## src/rtl/cache_line_axi_master.sv

```systemverilog
// Cache-line to AXI4 burst master.
// Each line request from the cache becomes one AXI4 INCR burst. A read burst
// fills the line and a write burst writes it back. Completion is signalled by
// a one-cycle done pulse, together with a bus_err flag taken from RRESP/BRESP.
module cache_line_axi_master #(
   parameter int ADDR_WIDTH      = 32,
   parameter int DATA_WIDTH      = 32,
   parameter int CACHE_LINE_SIZE = 256
) (
   input  logic                       clk,
   input  logic                       rst,
   // cache side
   input  logic                       strobe,
   input  logic [ADDR_WIDTH-1:0]      addr,
   input  logic                       rw,
   input  logic [CACHE_LINE_SIZE-1:0] line_in,
   output logic                       done,
   output logic [CACHE_LINE_SIZE-1:0] line_out,
   output logic                       bus_err,
   // AXI write address
   output logic [ADDR_WIDTH-1:0]      m_awaddr,
   output logic [7:0]                 m_awlen,
   output logic [2:0]                 m_awsize,
   output logic [1:0]                 m_awburst,
   output logic                       m_awvalid,
   input  logic                       m_awready,
   // AXI write data
   output logic [DATA_WIDTH-1:0]      m_wdata,
   output logic [DATA_WIDTH/8-1:0]    m_wstrb,
   output logic                       m_wlast,
   output logic                       m_wvalid,
   input  logic                       m_wready,
   // AXI write response
   input  logic [1:0]                 m_bresp,
   input  logic                       m_bvalid,
   output logic                       m_bready,
   // AXI read address
   output logic [ADDR_WIDTH-1:0]      m_araddr,
   output logic [7:0]                 m_arlen,
   output logic [2:0]                 m_arsize,
   output logic [1:0]                 m_arburst,
   output logic                       m_arvalid,
   input  logic                       m_arready,
   // AXI read data
   input  logic [DATA_WIDTH-1:0]      m_rdata,
   input  logic [1:0]                 m_rresp,
   input  logic                       m_rlast,
   input  logic                       m_rvalid,
   output logic                       m_rready
);

   localparam int         BEATS      = CACHE_LINE_SIZE / DATA_WIDTH;
   localparam int         OFF_BITS   = $clog2(CACHE_LINE_SIZE / 8);
   localparam int         DW_SHIFT   = $clog2(DATA_WIDTH);
   localparam int         LINE_IDX_W = (CACHE_LINE_SIZE > 1) ? $clog2(CACHE_LINE_SIZE) : 1;
   localparam logic [7:0] LAST_BEAT  = 8'(BEATS - 1);
   localparam logic [2:0] AXI_SIZE   = 3'($clog2(DATA_WIDTH / 8));

   typedef enum logic [2:0] {
      S_IDLE,
      S_RD_ADDR,
      S_RD_DATA,
      S_WR_ADDR,
      S_WR_DATA,
      S_WR_RESP,
      S_DONE
   } state_t;

   state_t                     r_state;
   state_t                     w_state_next;
   logic [ADDR_WIDTH-1:0]      r_addr;
   logic [CACHE_LINE_SIZE-1:0] r_wr_line;
   logic [CACHE_LINE_SIZE-1:0] r_line_out;
   logic [7:0]                 r_beat;
   logic                       r_err;

   logic                       w_rd_beat;
   logic                       w_wr_beat;
   logic                       w_last;
   logic [LINE_IDX_W-1:0]      w_word_lsb;
   logic                       w_unused_inputs;

   // Beat bookkeeping: a beat is taken whenever the channel we own handshakes.
   assign w_rd_beat  = (r_state == S_RD_DATA) && m_rvalid;
   assign w_wr_beat  = (r_state == S_WR_DATA) && m_wready;
   assign w_last     = (r_beat == LAST_BEAT);
   assign w_word_lsb = LINE_IDX_W'({r_beat, {DW_SHIFT{1'b0}}});

   // Burst length is fixed by the line size, so RLAST and the in-line offset
   // bits of the request address carry no information for this block.
   assign w_unused_inputs = ^{m_rlast, addr[OFF_BITS-1:0]};

   // Static burst description shared by both address channels.
   assign m_araddr  = r_addr;
   assign m_arlen   = LAST_BEAT;
   assign m_arsize  = AXI_SIZE;
   assign m_arburst = 2'b01;
   assign m_awaddr  = r_addr;
   assign m_awlen   = LAST_BEAT;
   assign m_awsize  = AXI_SIZE;
   assign m_awburst = 2'b01;
   assign m_wstrb   = '1;
   assign m_wdata   = r_wr_line[w_word_lsb +: DATA_WIDTH];
   assign line_out  = r_line_out;

   // State register.
   always_ff @(posedge clk or posedge rst) begin
      if (rst) begin
         r_state <= S_IDLE;
      end else begin
         r_state <= w_state_next;
      end
   end

   // Next-state decode and handshake outputs; every output is a pure
   // function of the state so reset forces all of them low at once.
   always_comb begin
      w_state_next = r_state;
      m_arvalid    = 1'b0;
      m_rready     = 1'b0;
      m_awvalid    = 1'b0;
      m_wvalid     = 1'b0;
      m_wlast      = 1'b0;
      m_bready     = 1'b0;
      done         = 1'b0;
      bus_err      = 1'b0;
      case (r_state)
         S_IDLE: begin
            if (strobe) begin
               w_state_next = rw ? S_WR_ADDR : S_RD_ADDR;
            end
         end
         S_RD_ADDR: begin
            m_arvalid = 1'b1;
            if (m_arready) begin
               w_state_next = S_RD_DATA;
            end
         end
         S_RD_DATA: begin
            m_rready = 1'b1;
            if (m_rvalid && w_last) begin
               w_state_next = S_DONE;
            end
         end
         S_WR_ADDR: begin
            m_awvalid = 1'b1;
            if (m_awready) begin
               w_state_next = S_WR_DATA;
            end
         end
         S_WR_DATA: begin
            m_wvalid = 1'b1;
            m_wlast  = w_last;
            if (m_wready && w_last) begin
               w_state_next = S_WR_RESP;
            end
         end
         S_WR_RESP: begin
            m_bready = 1'b1;
            if (m_bvalid) begin
               w_state_next = S_DONE;
            end
         end
         S_DONE: begin
            done         = 1'b1;
            bus_err      = r_err;
            w_state_next = S_IDLE;
         end
         default: begin
            w_state_next = S_IDLE;
         end
      endcase
   end

   // Request capture, beat counter and sticky error flag.
   always_ff @(posedge clk or posedge rst) begin
      if (rst) begin
         r_addr    <= '0;
         r_wr_line <= '0;
         r_beat    <= '0;
         r_err     <= 1'b0;
      end else begin
         if ((r_state == S_IDLE) && strobe) begin
            r_addr    <= {addr[ADDR_WIDTH-1:OFF_BITS], {OFF_BITS{1'b0}}};
            r_wr_line <= line_in;
            r_beat    <= '0;
            r_err     <= 1'b0;
         end
         if (w_rd_beat || w_wr_beat) begin
            r_beat <= r_beat + 8'd1;
         end
         if (w_rd_beat && (m_rresp != 2'b00)) begin
            r_err <= 1'b1;
         end
         if ((r_state == S_WR_RESP) && m_bvalid && (m_bresp != 2'b00)) begin
            r_err <= 1'b1;
         end
      end
   end

   // Fill data: beat N lands in word N, least significant word first. The
   // line is only overwritten by reads, so it stays valid across write-backs.
   always_ff @(posedge clk or posedge rst) begin
      if (rst) begin
         r_line_out <= '0;
      end else if (w_rd_beat) begin
         r_line_out[w_word_lsb +: DATA_WIDTH] <= m_rdata;
      end
   end

endmodule
```

## config.mk

```make
export PLATFORM = sky130hd
export DESIGN_NAME = cache_line_axi_master
export DESIGN_NICKNAME = d
export VERILOG_FILES = /design/src/rtl/cache_line_axi_master.sv
export SDC_FILE = /design/constraint.sdc
export NUM_CORES = 1
export LEC_CHECK = 0
export BUFFER_PORTS_ARGS = -buffer_cell sky130_fd_sc_hd__buf_2
export CORE_AREA = 2 2 285 287
export CTS_BUF_LIST = sky130_fd_sc_hd__clkbuf_16
export CTS_CLUSTER_DIAMETER = 200
export DETAILED_ROUTE_END_ITERATION = 6
export DIE_AREA = 0 0 287 289
export PLACE_DENSITY = 0.56
export SETUP_SLACK_MARGIN = 0.5
export SLEW_MARGIN = 20
export SYNTH_ARGS = -nofsm -noshare
export SYNTH_HDL_FRONTEND = slang
export SYNTH_SLANG_ARGS = --single-unit
```

## constraint.sdc

```tcl
create_clock -name clk -period 22.1 [get_ports clk]
set_input_delay 2.21 -clock clk [delete_from_list [all_inputs] [get_ports clk]]
set_output_delay 2.21 -clock clk [all_outputs]
set_load 0.02 [all_outputs]
```

==> summary.md <==
| Metric | Value |
|---|---|
| Status | `finished, final reports clean` |
| Final Critical Period | `5.59 ns` |
| VDD IR max | `0.0000811 V` |
| Period utilization | `0.253` |
| # H-tree levels | `2` |
| Final core occ | `0.378` |
| Maximum clock path buffer count | `3` |
| Pwr dens | `142 nW/µm²` |
| Worst Hold Depth | `2` |
| Main flop type after synthesis | `dfrtp_1` |
| Syn. warnings | `0` |
| Hold endpoint | `r_wr_line[215]` |
| Startpoint Class | `flip-flop` |
| Worst stage delay on the critical path | `0.93 ns` |
| Synth-to-layout area growth | `25.1%` |
| I/O pins | `724` |
| Die Y | `289 µm` |
| Vias/cell | `4.51` |
| Setup TNS | `0 ns` |
| Dominant cells by area after synthesis | `dfrtp_1, nand2_1, mux2_2, mux4_2, mux2_1` |
| Die Width | `287 µm` |
| Hold crit path type | `reg2reg` |
| Post-synthesis mux area share | `0.180` |
| Setup violators final | `0` |
| Overall Power | `4280 µW` |
| GPL Wtd Cong | `0.823` |
| Netlist cell types | `52` |
| CTS Buf Count | `61` |
| Ys async rst share | `1.00` |
| Multi-input gate area | `9360 µm²` |
| CTS root buffer | `clkbuf_16` |
| Initial antenna violation count | `33` |
| Least-Margin Pin Slew | `1.09 ns` |
| Via Count | `17800` |
| Min-delay src | `r_wr_line[215]` |
| Rows | `104` |
| Adder-Cell Fraction of Synth Area | `0.00311` |
| Post-synthesis cell area | `24100 µm²` |
| Layout cells sized above 1 | `0.370` |
| Core area | `79900 µm²` |
| Synth Area in Compound Gates | `0.00674` |
| Final nets | `3159` |
| First-pass GRT wire length | `108 mm` |
| Post-CTS Hold Fix Bufs | `0` |
| Simple-gate area share of the yosys netlist | `0.190` |
| CTS tree | `yes` |
| Worst clock skew | `0.0234 ns` |
| Iteration-0 DRC Markers | `858` |
| Post-synthesis register bit count | `551` |
| WS Path Type | `reg2out` |
| Final wirelength | `72.3 mm` |
| Commonest non-fill, non-tap cells in the layout | `nand2_1, buf_2, dfrtp_1` |
| Max-cap viol count | `0` |
| Post-Layout Inst Area | `30200 µm²` |
| DP Wirelength | `50.9 mm` |
| R2R Path End | `r_wr_line[181]` |
| Max Fclk | `0.179 GHz` |
| Final non-filler cell total | `3943` |
| Syn avg cell area | `11.0 µm²` |
| Clock sinks | `551` |
| Number of failing hold endpoints at the final stage | `0` |
| Cells after synthesis | `2204` |
| Most used cell, CP | `nand2_1` |
| Placed Cells incl. Taps | `3815` |
| GRT overflow | `0` |
| Post-synth top area share | `0.571` |
| Max-slew violations | `0` |
| Starting Density | `0.302` |
| Req. time, crit path | `19.89 ns` |
| Reg-to-reg slack, setup | `17.89 ns` |
| Rel. slew slack | `0.264` |
| Gates resized, CTS repair | `0` |
| Main combinational cell family by area after synthesis | `simple AND/OR/NAND/NOR gates` |
| RSZ-0062 raised after global routing | `false` |
| Critical Path AT | `3.38 ns` |
| CP max-delay cell | `dfrtp_4` |
| Residual DRC | `0` |
| Worst-path cell chain | `buf_4 -> mux4_2 -> nand2_1 -> nand2_1 -> buf_2` |
| Worst r2r src | `r_state[0]` |
| Sequential cell area | `13800 µm²` |
| Routed Antenna Nets | `0` |
| Fillers | `8101` |
| Post-synth EDFFs | `0` |
| R2R depth | `6` |
| CP endpoint kind | `primary output` |
| Wire per inst | `18.3 µm` |
| Clk slew on worst S/H paths | `0.06 ns` |
| Postcts setup bufs | `0` |
| Register area share after synthesis | `0.571` |
| Xor and xnor area share after synthesis | `0.000363` |
| Largest net degree at the start of global routing | `112` |
| Most common cell after layout, fill and taps aside | `nand2_1` |
| TritonRoute pass-1 iters | `5` |
| I/O Buffers | `677` |
| Top cell type by total area after synthesis | `dfrtp_1` |
| Leakage power | `0.0167 µW` |
| Post-place instance area | `28100 µm²` |
| Total GRT Usage | `0.168` |
| Crit path max fanout | `40` |
| Full die area | `82900 µm²` |
| Clk_lat worst skew | `0.62 ns` |
| Vias in the first global route | `17800` |
## Yosys cell counts (2+ instances only)
| master | number |
|---|---|
| buf_2 | 53 |
| nor3_1 | 3 |
| nand4bb_1 | 2 |
| mux2_1 | 70 |
| dfrtp_1 | 551 |
| clkbuf_1 | 55 |
| o22ai_1 | 2 |
| and2_1 | 99 |
| nand2_1 | 954 |
| mux2_2 | 186 |
| buf_6 | 10 |
| conb_1 | 2 |
| nor2b_1 | 5 |
| nand4_1 | 3 |
| mux2i_1 | 3 |
| mux4_2 | 64 |
| inv_1 | 6 |
| ha_1 | 6 |
| o211ai_1 | 2 |
| nor3b_1 | 5 |
| nand3_2 | 3 |
| nor4b_4 | 3 |
| nand2b_1 | 2 |
| buf_4 | 71 |
| nor2_1 | 4 |
| nand3_1 | 5 |
| a31oi_1 | 2 |
| o21ai_0 | 7 |
| buf_1 | 3 |
## area by class of cell
class,count,area share
antenna,13,0.00108
clock buffer,62,0.0514
clock inverter,52,0.0150
inverter,7,0.00112
multi-input combinational,1491,0.310
sequential,551,0.457
tap,1060,0.0439
timing repair buffer,707,0.121
## state kept, by name, indices dropped and copies added, names as in the netlist
register   count
line_out     256
m_araddr      27
r_beat         8
r_err          1
r_state        3
r_wr_line    256
## metrics by stage
stage          hold WS [ns]  worst slack [ns]
3_3_place_gp          0.452             15.79
3_5_place_dp          0.457             15.82
4_1_cts               0.472             16.34
6_report              0.468             16.51
2_1_floorplan         0.440              4.48
5_1_grt               0.484             16.18
## worst max path at each step
stage	startpoint	to	cells past startpoint
2_1_floorplan	rst	line_out[0]	1
3_3_place_gp	rst	m_araddr[31]	6
3_5_place_dp	rst	r_wr_line[253]	6
4_1_cts	r_beat[0]	m_wdata[20]	5
5_1_grt	r_beat[0]	m_wdata[20]	5
6_report	r_beat[0]	m_wdata[20]	5
## per-layer routing
metal	share of wire	vias up	GRT usage
met1	0.42	8736	0.212
met2	0.47	550	0.276
li1	-	8320	-
met5	0.0038	-	0
met4	0.022	42	0.0451
met3	0.086	135	0.0567
## cells by family (layout without fill, tap and decap cells)
family / count (synthesis) / in the layout
flops: 551 / 551
xor+xnor: 1 / 1
other cells: 2 / 53
simple gates: 1098 / 1098
mux: 323 / 323
compound gates: 23 / 23
buf+inv: 200 / 828
fa+ha+maj: 6 / 6
## worst max-delay path: cells and delay by family (launching register included)
family | cells | cell delay [ns]
muxes | 1 | 0.61
DFF | 1 | 0.93
buffers and inverters | 2 | 0.90
and+or+nand+nor | 2 | 0.22
## where the power goes
group | switching [µW] | leakage, µW | internal (µW)
registers | 230 | 0.00719 | 1390
clock network | 426 | 0.00104 | 599
logic | 1010 | 0.00845 | 636
Note: power is estimated with default switching activity, not from simulation.
